`src/rtl/key_digit_entry.sv`:
```
`timescale 1ns/1ps
`default_nettype none
// +----------------------------------------------------------------------------+
// | key_digit_entry                                                            |
// | Single-key digit entry: a short press bumps the digit, a long press        |
// | commits it into an 8-nibble word for the display.                          |
// | Rev 1.0                                                                    |
// +----------------------------------------------------------------------------+
module key_digit_entry #(
    parameter int DB_CYCLES   = 1_000_000,
    parameter int LONG_CYCLES = 50_000_000,
    parameter int DIGIT_MAX   = 9
) (
    input  logic        CLOCK_50,
    input  logic        rst,
    input  logic        key_in,
    input  logic        clr,
    output logic [3:0]  cur_digit,
    output logic [31:0] word_out,
    output logic [31:0] disp_data,
    output logic        key_flag,
    output logic        commit
);

    localparam int DB_W   = (DB_CYCLES > 1)   ? $clog2(DB_CYCLES)   : 1;
    localparam int HOLD_W = (LONG_CYCLES > 1) ? $clog2(LONG_CYCLES) : 1;

    localparam logic [DB_W-1:0]   DB_LAST   = DB_W'(DB_CYCLES - 1);
    localparam logic [HOLD_W-1:0] HOLD_LAST = HOLD_W'(LONG_CYCLES - 1);
    localparam logic [3:0]        DIGIT_TOP = 4'(DIGIT_MAX);

    localparam logic [1:0] S_IDLE    = 2'd0;
    localparam logic [1:0] S_PRESSED = 2'd1;
    localparam logic [1:0] S_HELD    = 2'd2;

    logic [1:0]        sync_q;
    logic [DB_W-1:0]   db_cnt_q,    db_cnt_d;
    logic              key_state_q, key_state_d;
    logic [1:0]        state_q,     state_d;
    logic [HOLD_W-1:0] hold_cnt_q,  hold_cnt_d;
    logic [3:0]        cur_q,       cur_d;
    logic [31:0]       word_q,      word_d;
    logic              flag_q,      flag_d;
    logic              commit_q,    commit_d;
    logic              short_act;
    logic              long_act;

    // Debounce: the stable level is adopted only after DB_CYCLES consecutive disagreements.
    always_comb begin
        db_cnt_d    = '0;
        key_state_d = key_state_q;
        if (sync_q[1] != key_state_q) begin
            if (db_cnt_q == DB_LAST) begin
                key_state_d = sync_q[1];
            end else begin
                db_cnt_d = db_cnt_q + 1'b1;
            end
        end
    end

    always_comb begin
        state_d = state_q;
        case (state_q)
            S_IDLE:    if (!key_state_q) state_d = S_PRESSED;
            S_PRESSED: begin
                if (hold_cnt_q == HOLD_LAST) begin
                    state_d = S_HELD;
                end else if (key_state_q) begin
                    state_d = S_IDLE;
                end
            end
            S_HELD:    if (key_state_q) state_d = S_IDLE;
            default:   state_d = S_IDLE;
        endcase
    end

    // The long action wins if the release is seen on the very cycle the hold expires.
    always_comb begin
        flag_d     = (state_q == S_IDLE) && !key_state_q;
        long_act   = (state_q == S_PRESSED) && (hold_cnt_q == HOLD_LAST);
        short_act  = (state_q == S_PRESSED) && !long_act && key_state_q;
        commit_d   = long_act;
        hold_cnt_d = hold_cnt_q;
        if (flag_d) begin
            hold_cnt_d = '0;
        end else if ((state_q == S_PRESSED) && (hold_cnt_q != HOLD_LAST)) begin
            hold_cnt_d = hold_cnt_q + 1'b1;
        end
    end

    always_comb begin
        cur_d  = cur_q;
        word_d = word_q;
        if (long_act) begin
            word_d = {word_q[27:0], cur_q};
            cur_d  = 4'd0;
        end else if (short_act) begin
            cur_d = (cur_q == DIGIT_TOP) ? 4'd0 : cur_q + 4'd1;
        end
        if (clr) begin
            cur_d  = 4'd0;
            word_d = 32'd0;
        end
    end

    always_ff @(posedge CLOCK_50 or posedge rst) begin
        if (rst) begin
            sync_q      <= 2'b11;
            db_cnt_q    <= '0;
            key_state_q <= 1'b1;
            state_q     <= S_IDLE;
            hold_cnt_q  <= '0;
            cur_q       <= 4'd0;
            word_q      <= 32'd0;
            flag_q      <= 1'b0;
            commit_q    <= 1'b0;
        end else begin
            sync_q      <= {sync_q[0], key_in};
            db_cnt_q    <= db_cnt_d;
            key_state_q <= key_state_d;
            state_q     <= state_d;
            hold_cnt_q  <= hold_cnt_d;
            cur_q       <= cur_d;
            word_q      <= word_d;
            flag_q      <= flag_d;
            commit_q    <= commit_d;
        end
    end

    assign cur_digit = cur_q;
    assign word_out  = word_q;
    assign disp_data = {word_q[27:0], cur_q};
    assign key_flag  = flag_q;
    assign commit    = commit_q;

endmodule
`default_nettype wire

```
`config.mk`:
```
export PLATFORM = sky130hd
export DESIGN_NAME = key_digit_entry
export DESIGN_NICKNAME = d
export VERILOG_FILES = /design/src/rtl/key_digit_entry.sv
export SDC_FILE = /design/constraint.sdc
export NUM_CORES = 1
export LEC_CHECK = 0
export ABC_CLOCK_PERIOD_IN_PS = 8000
export BUFFER_PORTS_ARGS = -buffer_cell sky130_fd_sc_hd__buf_2
export CAP_MARGIN = 30
export CORE_MARGIN = 1.5
export CORE_UTILIZATION = 50
export DETAILED_ROUTE_END_ITERATION = 6
export PLACE_DENSITY = 0.72
export SYNTH_ARGS = -nofsm -noshare
export SYNTH_HDL_FRONTEND = slang
export SYNTH_SLANG_ARGS = --single-unit
```
`constraint.sdc`:
```
create_clock -name CLOCK_50 -period 8 [get_ports CLOCK_50]
set_clock_uncertainty 0.15 [all_clocks]
set_input_delay 1.2 -clock CLOCK_50 [delete_from_list [all_inputs] [get_ports CLOCK_50]]
set_output_delay 1.2 -clock CLOCK_50 [all_outputs]
set_load 0.005 [all_outputs]
```
==> impl_summary.md <==
Place
The count of buffers from port buffering is 73. Summed over all nets, the half-perimeter wirelength after detailed placement is 5980 microns. Once placement finished, the instance area stood at 4690 sq um. At the end of routability-driven placement, the weighted congestion stood at 0.875.

Floorplanning
The I/O pin count is 74. The die covers 9480 sq um. The total area inside the core boundary comes to 8680 sq um. The floorplan step set the die width to 97.4 microns.

The die boundary height is 97.4 microns. The number of rows created at floorplan is 34. The initial cell density of the core is 0.513.

Timing
The final-report max-slew violation count is 0. Setup violations remaining at the end of the flow were counted as 0. The highest achievable clock rate is 0.387 GHz. The final clock period utilization by the worst path is 0.323. Setup total negative slack on the finished layout was measured at 0 ns. Setup repair after global routing left no endpoint under its margin. The minimum clock period is 2.59 ns. The final hold violation count is 0. In this run the tightest slew margin relative to its limit is 0.435. The slew at the pin closest to its max-slew limit is 0.842 ns.

Yosys
For this run, the number of Yosys warnings is 0. The number of different library cells in the post-synthesis netlist is 49. After synthesis, the cell types taking the most area are sky130_fd_sc_hd__dfrtp_1 (48%), sky130_fd_sc_hd__nand2_1 (7.2%), sky130_fd_sc_hd__buf_4 (5.4%). Of all flip-flops after synthesis, the portion carrying an async set or reset was 1.00. Of all cell types, the one taking the most synthesized area is sky130_fd_sc_hd__dfrtp_1.

The cell area that synthesis handed to floorplanning was 4450 sq um. In this run, synthesis inferred 0 flip-flops with an integrated enable. The prevailing post-synth register cell is sky130_fd_sc_hd__dfrtp_1. The post-synthesis net count is 483. The post-synthesis sequential area ratio is 0.501. The number of cells produced by synthesis is 475. Of the post-synthesis cell area, the dominant cell type holds 0.483.

In this run the mean area of a mapped cell was 9.37 sq um. Counting flops and latches in the post-synthesis netlist gives 89.

Finish
After filler insertion, the fill cell instance count of the layout stands at 790. In the final design database the tool counted 521 nets. From synthesis to final layout, the design area changed by 10.1%. The final design utilization is 0.565. The fraction of final layout cells sized beyond drive strength 1 is 0.226.

The number of antenna diodes in the final layout is 0. The final design instance area without fill is 4900 sq um.

Power
Of the total power, the share spent switching nets is 0.227. In this run the power density over the cells is 161 nW/um^2. The analysis attributes to cell leakage a power of 2.40 nW. The share of total power in sequential cells is 0.575. The post-route total power is 0.788 mW.

IR analysis of the VDD net gives a maximum drop of 0.000104 V. The fraction of power consumed by combinational cells is 0.023. The switching power of the nets is 0.179 mW. Cell internal power was estimated by the tool at 0.609 mW.

The clock network fraction of total power is 0.402.

Global routing
The overall global routing resource usage is 0.195. The via count of the first global-routing pass was 3,226. The first global-routing pass estimated 15,300 microns of wire. Global routing finished with a remaining overflow of 0. The number of antenna violations at the first check in global routing is 0. The largest net degree at the start of global routing is 70.

Setup path
STA classifies the critical path startpoint as a register. Data on the critical path arrives at its endpoint at 2.65 ns. For the worst setup path, the data required time is 8.06 ns. The category of the most critical setup path is register to register. The largest driver fanout on the critical path is 20. STA classifies the critical path endpoint as a register.

Run
The tool flagged a number of max-cap violations equal to 0.

Clocking
The cell chosen for the clock root is sky130_fd_sc_hd__clkbuf_8. The buffer count from post-CTS setup fixing is 0. The later pin in the worst-skew pair is clocked with a latency of 0.36 ns. In this run the number of H-tree levels came out at 3.

TritonCTS built the clock tree. The number of hold buffers added after CTS was 0. The clock transition at the register clock pins on the worst setup and hold paths after CTS is 0.09 ns. The number of gates resized after CTS was 0. The number of clock buffers inserted by TritonCTS is 9.

The number of buffers on the longest clock path is 2. The number of sinks driven by the clock tree is 89.

Routing
The final layout contains routed wiring with a total length of 8740 microns. The number of DRC markers after the initial detailed-route iteration is 218. The first-pass detailed-route iteration total is 4. The via-per-instance ratio is 5.48.

The total number of vias is 3,429. The remaining number of nets flagged by the antenna check after routing is 0. The detailed-route DRC error count is 0.

After detailed routing, the average wire length per cell comes to 14.0 microns.

Worst hold path
The worst hold path class is register to register.

Status
The run finished with clean final reports.
-- per-layer routing --
metal / GRT usage / wire (microns) / vias up
met5: 0 / 0 / -
met2: 0.307 / 4120 / 87
met3: 0.0446 / 395 / 12
met4: 0.0527 / 103 / 0
li1: - / - / 1651
met1: 0.274 / 4110 / 1679
-- through the flow --
step                      instances  worst slack (ns)  hold slack (ns)
after floorplan                 475              4.35            0.195
after global placement          606              5.36            0.215
after detailed placement        609              5.28            0.215
after CTS                       625              5.26            0.219
after global routing            626              5.28            0.225
final                           626              5.41            0.223
-- power groups by stage --
stage               clock network (mW)  logic, mW  registers (mW)
finish                           0.317     0.0181           0.454
detailed placement                   0     0.0190           0.462
global route                     0.341     0.0216           0.454
floorplan                            0     0.0127           0.462
CTS                              0.326     0.0191           0.453
global placement                     0     0.0171           0.462
-- path summary, 6_finish.rpt --
check                                     startpoint                         end  slack, ns  cells after the start
setup / recovery           hold_cnt_q[7]$_DFFE_PP0P_    word_out[28]$_DFFE_PP0P_       5.41                      6
hold / removal                   sync_q[0]$_DFF_PP1_         sync_q[1]$_DFF_PP1_       0.22                      0
setup reg to reg           hold_cnt_q[7]$_DFFE_PP0P_    word_out[28]$_DFFE_PP0P_       5.41                      6
hold reg to reg                  sync_q[0]$_DFF_PP1_         sync_q[1]$_DFF_PP1_       0.22                      0
max in group asynchronous                        rst     key_state_q$_DFFE_PP1P_       6.34                      4
min in group asynchronous                        rst  hold_cnt_q[10]$_DFFE_PP0P_       0.70                      3
-- cell families (layout without fill, tap and decap cells) --
family                     Yosys count  in the layout  synth area share
xor gates and xnor gates            36             36            0.0708
adders and majority gates            4              4            0.0112
and+or+nand+nor                    226            226             0.249
DFF                                 89             89             0.501
AOI/OAI and AO/OA                   56             56            0.0773
buffers and inverters               59            102            0.0795
muxes                                5              5            0.0115
-- registers in the layout, summed over array words and instances (netlist names) --
name and cells:
hold_cnt_q 26, commit 1, key_flag 1, cur_digit 4, word_out 32, sync_q 2, key_state_q 1, state_q 2
db_cnt_q 20
-- layout make-up --
cell class / instances / area [sq um] / share of cell area
inverters: 7 / 27.5 / 0.00561
flip-flops and latches: 89 / 2230 / 0.455
clock buffers: 10 / 138 / 0.0281
well taps: 108 / 135 / 0.0276
multi-input cells: 327 / 1870 / 0.382
repair buffers: 79 / 433 / 0.0883
clock inverters: 6 / 66.3 / 0.0135
-- cell usage after synthesis (2+ instances only) --
cell type	number
sky130_fd_sc_hd__o21ai_4	2
sky130_fd_sc_hd__nand4_1	14
sky130_fd_sc_hd__nand3_1	24
sky130_fd_sc_hd__o31ai_1	2
sky130_fd_sc_hd__nor3_2	4
sky130_fd_sc_hd__dfstp_2	3
sky130_fd_sc_hd__mux2i_1	4
sky130_fd_sc_hd__clkbuf_1	14
sky130_fd_sc_hd__inv_1	7
sky130_fd_sc_hd__buf_4	32
sky130_fd_sc_hd__or2_2	3
sky130_fd_sc_hd__dfrtp_1	86
sky130_fd_sc_hd__ha_1	4
sky130_fd_sc_hd__a21oi_1	36
sky130_fd_sc_hd__xor2_1	24
sky130_fd_sc_hd__and2_1	2
sky130_fd_sc_hd__nor3_1	7
sky130_fd_sc_hd__and4_1	2
sky130_fd_sc_hd__nor4_1	5
sky130_fd_sc_hd__and3_1	14
sky130_fd_sc_hd__buf_2	4
sky130_fd_sc_hd__o211ai_1	4
sky130_fd_sc_hd__and4bb_2	2
sky130_fd_sc_hd__nand2_1	85
sky130_fd_sc_hd__o21ai_0	5
sky130_fd_sc_hd__xnor2_1	12
sky130_fd_sc_hd__nor2b_1	3
sky130_fd_sc_hd__nor2_1	46
sky130_fd_sc_hd__or3_1	5
-- placed cells by master (no fill, tap or decap), types with 5 or more instances in the layout --
cell                        n
sky130_fd_sc_hd__buf_2     75
sky130_fd_sc_hd__inv_1      6
sky130_fd_sc_hd__xnor2_1   12
sky130_fd_sc_hd__nand3_1   24
sky130_fd_sc_hd__nor4_1     5
sky130_fd_sc_hd__clkbuf_8  10
sky130_fd_sc_hd__a21oi_1   36
sky130_fd_sc_hd__nor2_1    46
sky130_fd_sc_hd__and3_1    14
sky130_fd_sc_hd__o21ai_0    5
sky130_fd_sc_hd__xor2_1    24
sky130_fd_sc_hd__dfrtp_1   86
sky130_fd_sc_hd__nand4_1   14
sky130_fd_sc_hd__nor3_1     7
sky130_fd_sc_hd__or3_1      5
sky130_fd_sc_hd__nand2_1   85
-- critical path, stage by stage, from the launching register on --
cell and delay [ns]:
sky130_fd_sc_hd__dfrtp_1 0.45, sky130_fd_sc_hd__or4_1 0.55, sky130_fd_sc_hd__or3_1 0.34, sky130_fd_sc_hd__or3_1 0.54, sky130_fd_sc_hd__buf_8 0.26, sky130_fd_sc_hd__nand2_1 0.08
sky130_fd_sc_hd__a21oi_1 0.07
No activity file was read; power rests on OpenSTA's default activity.
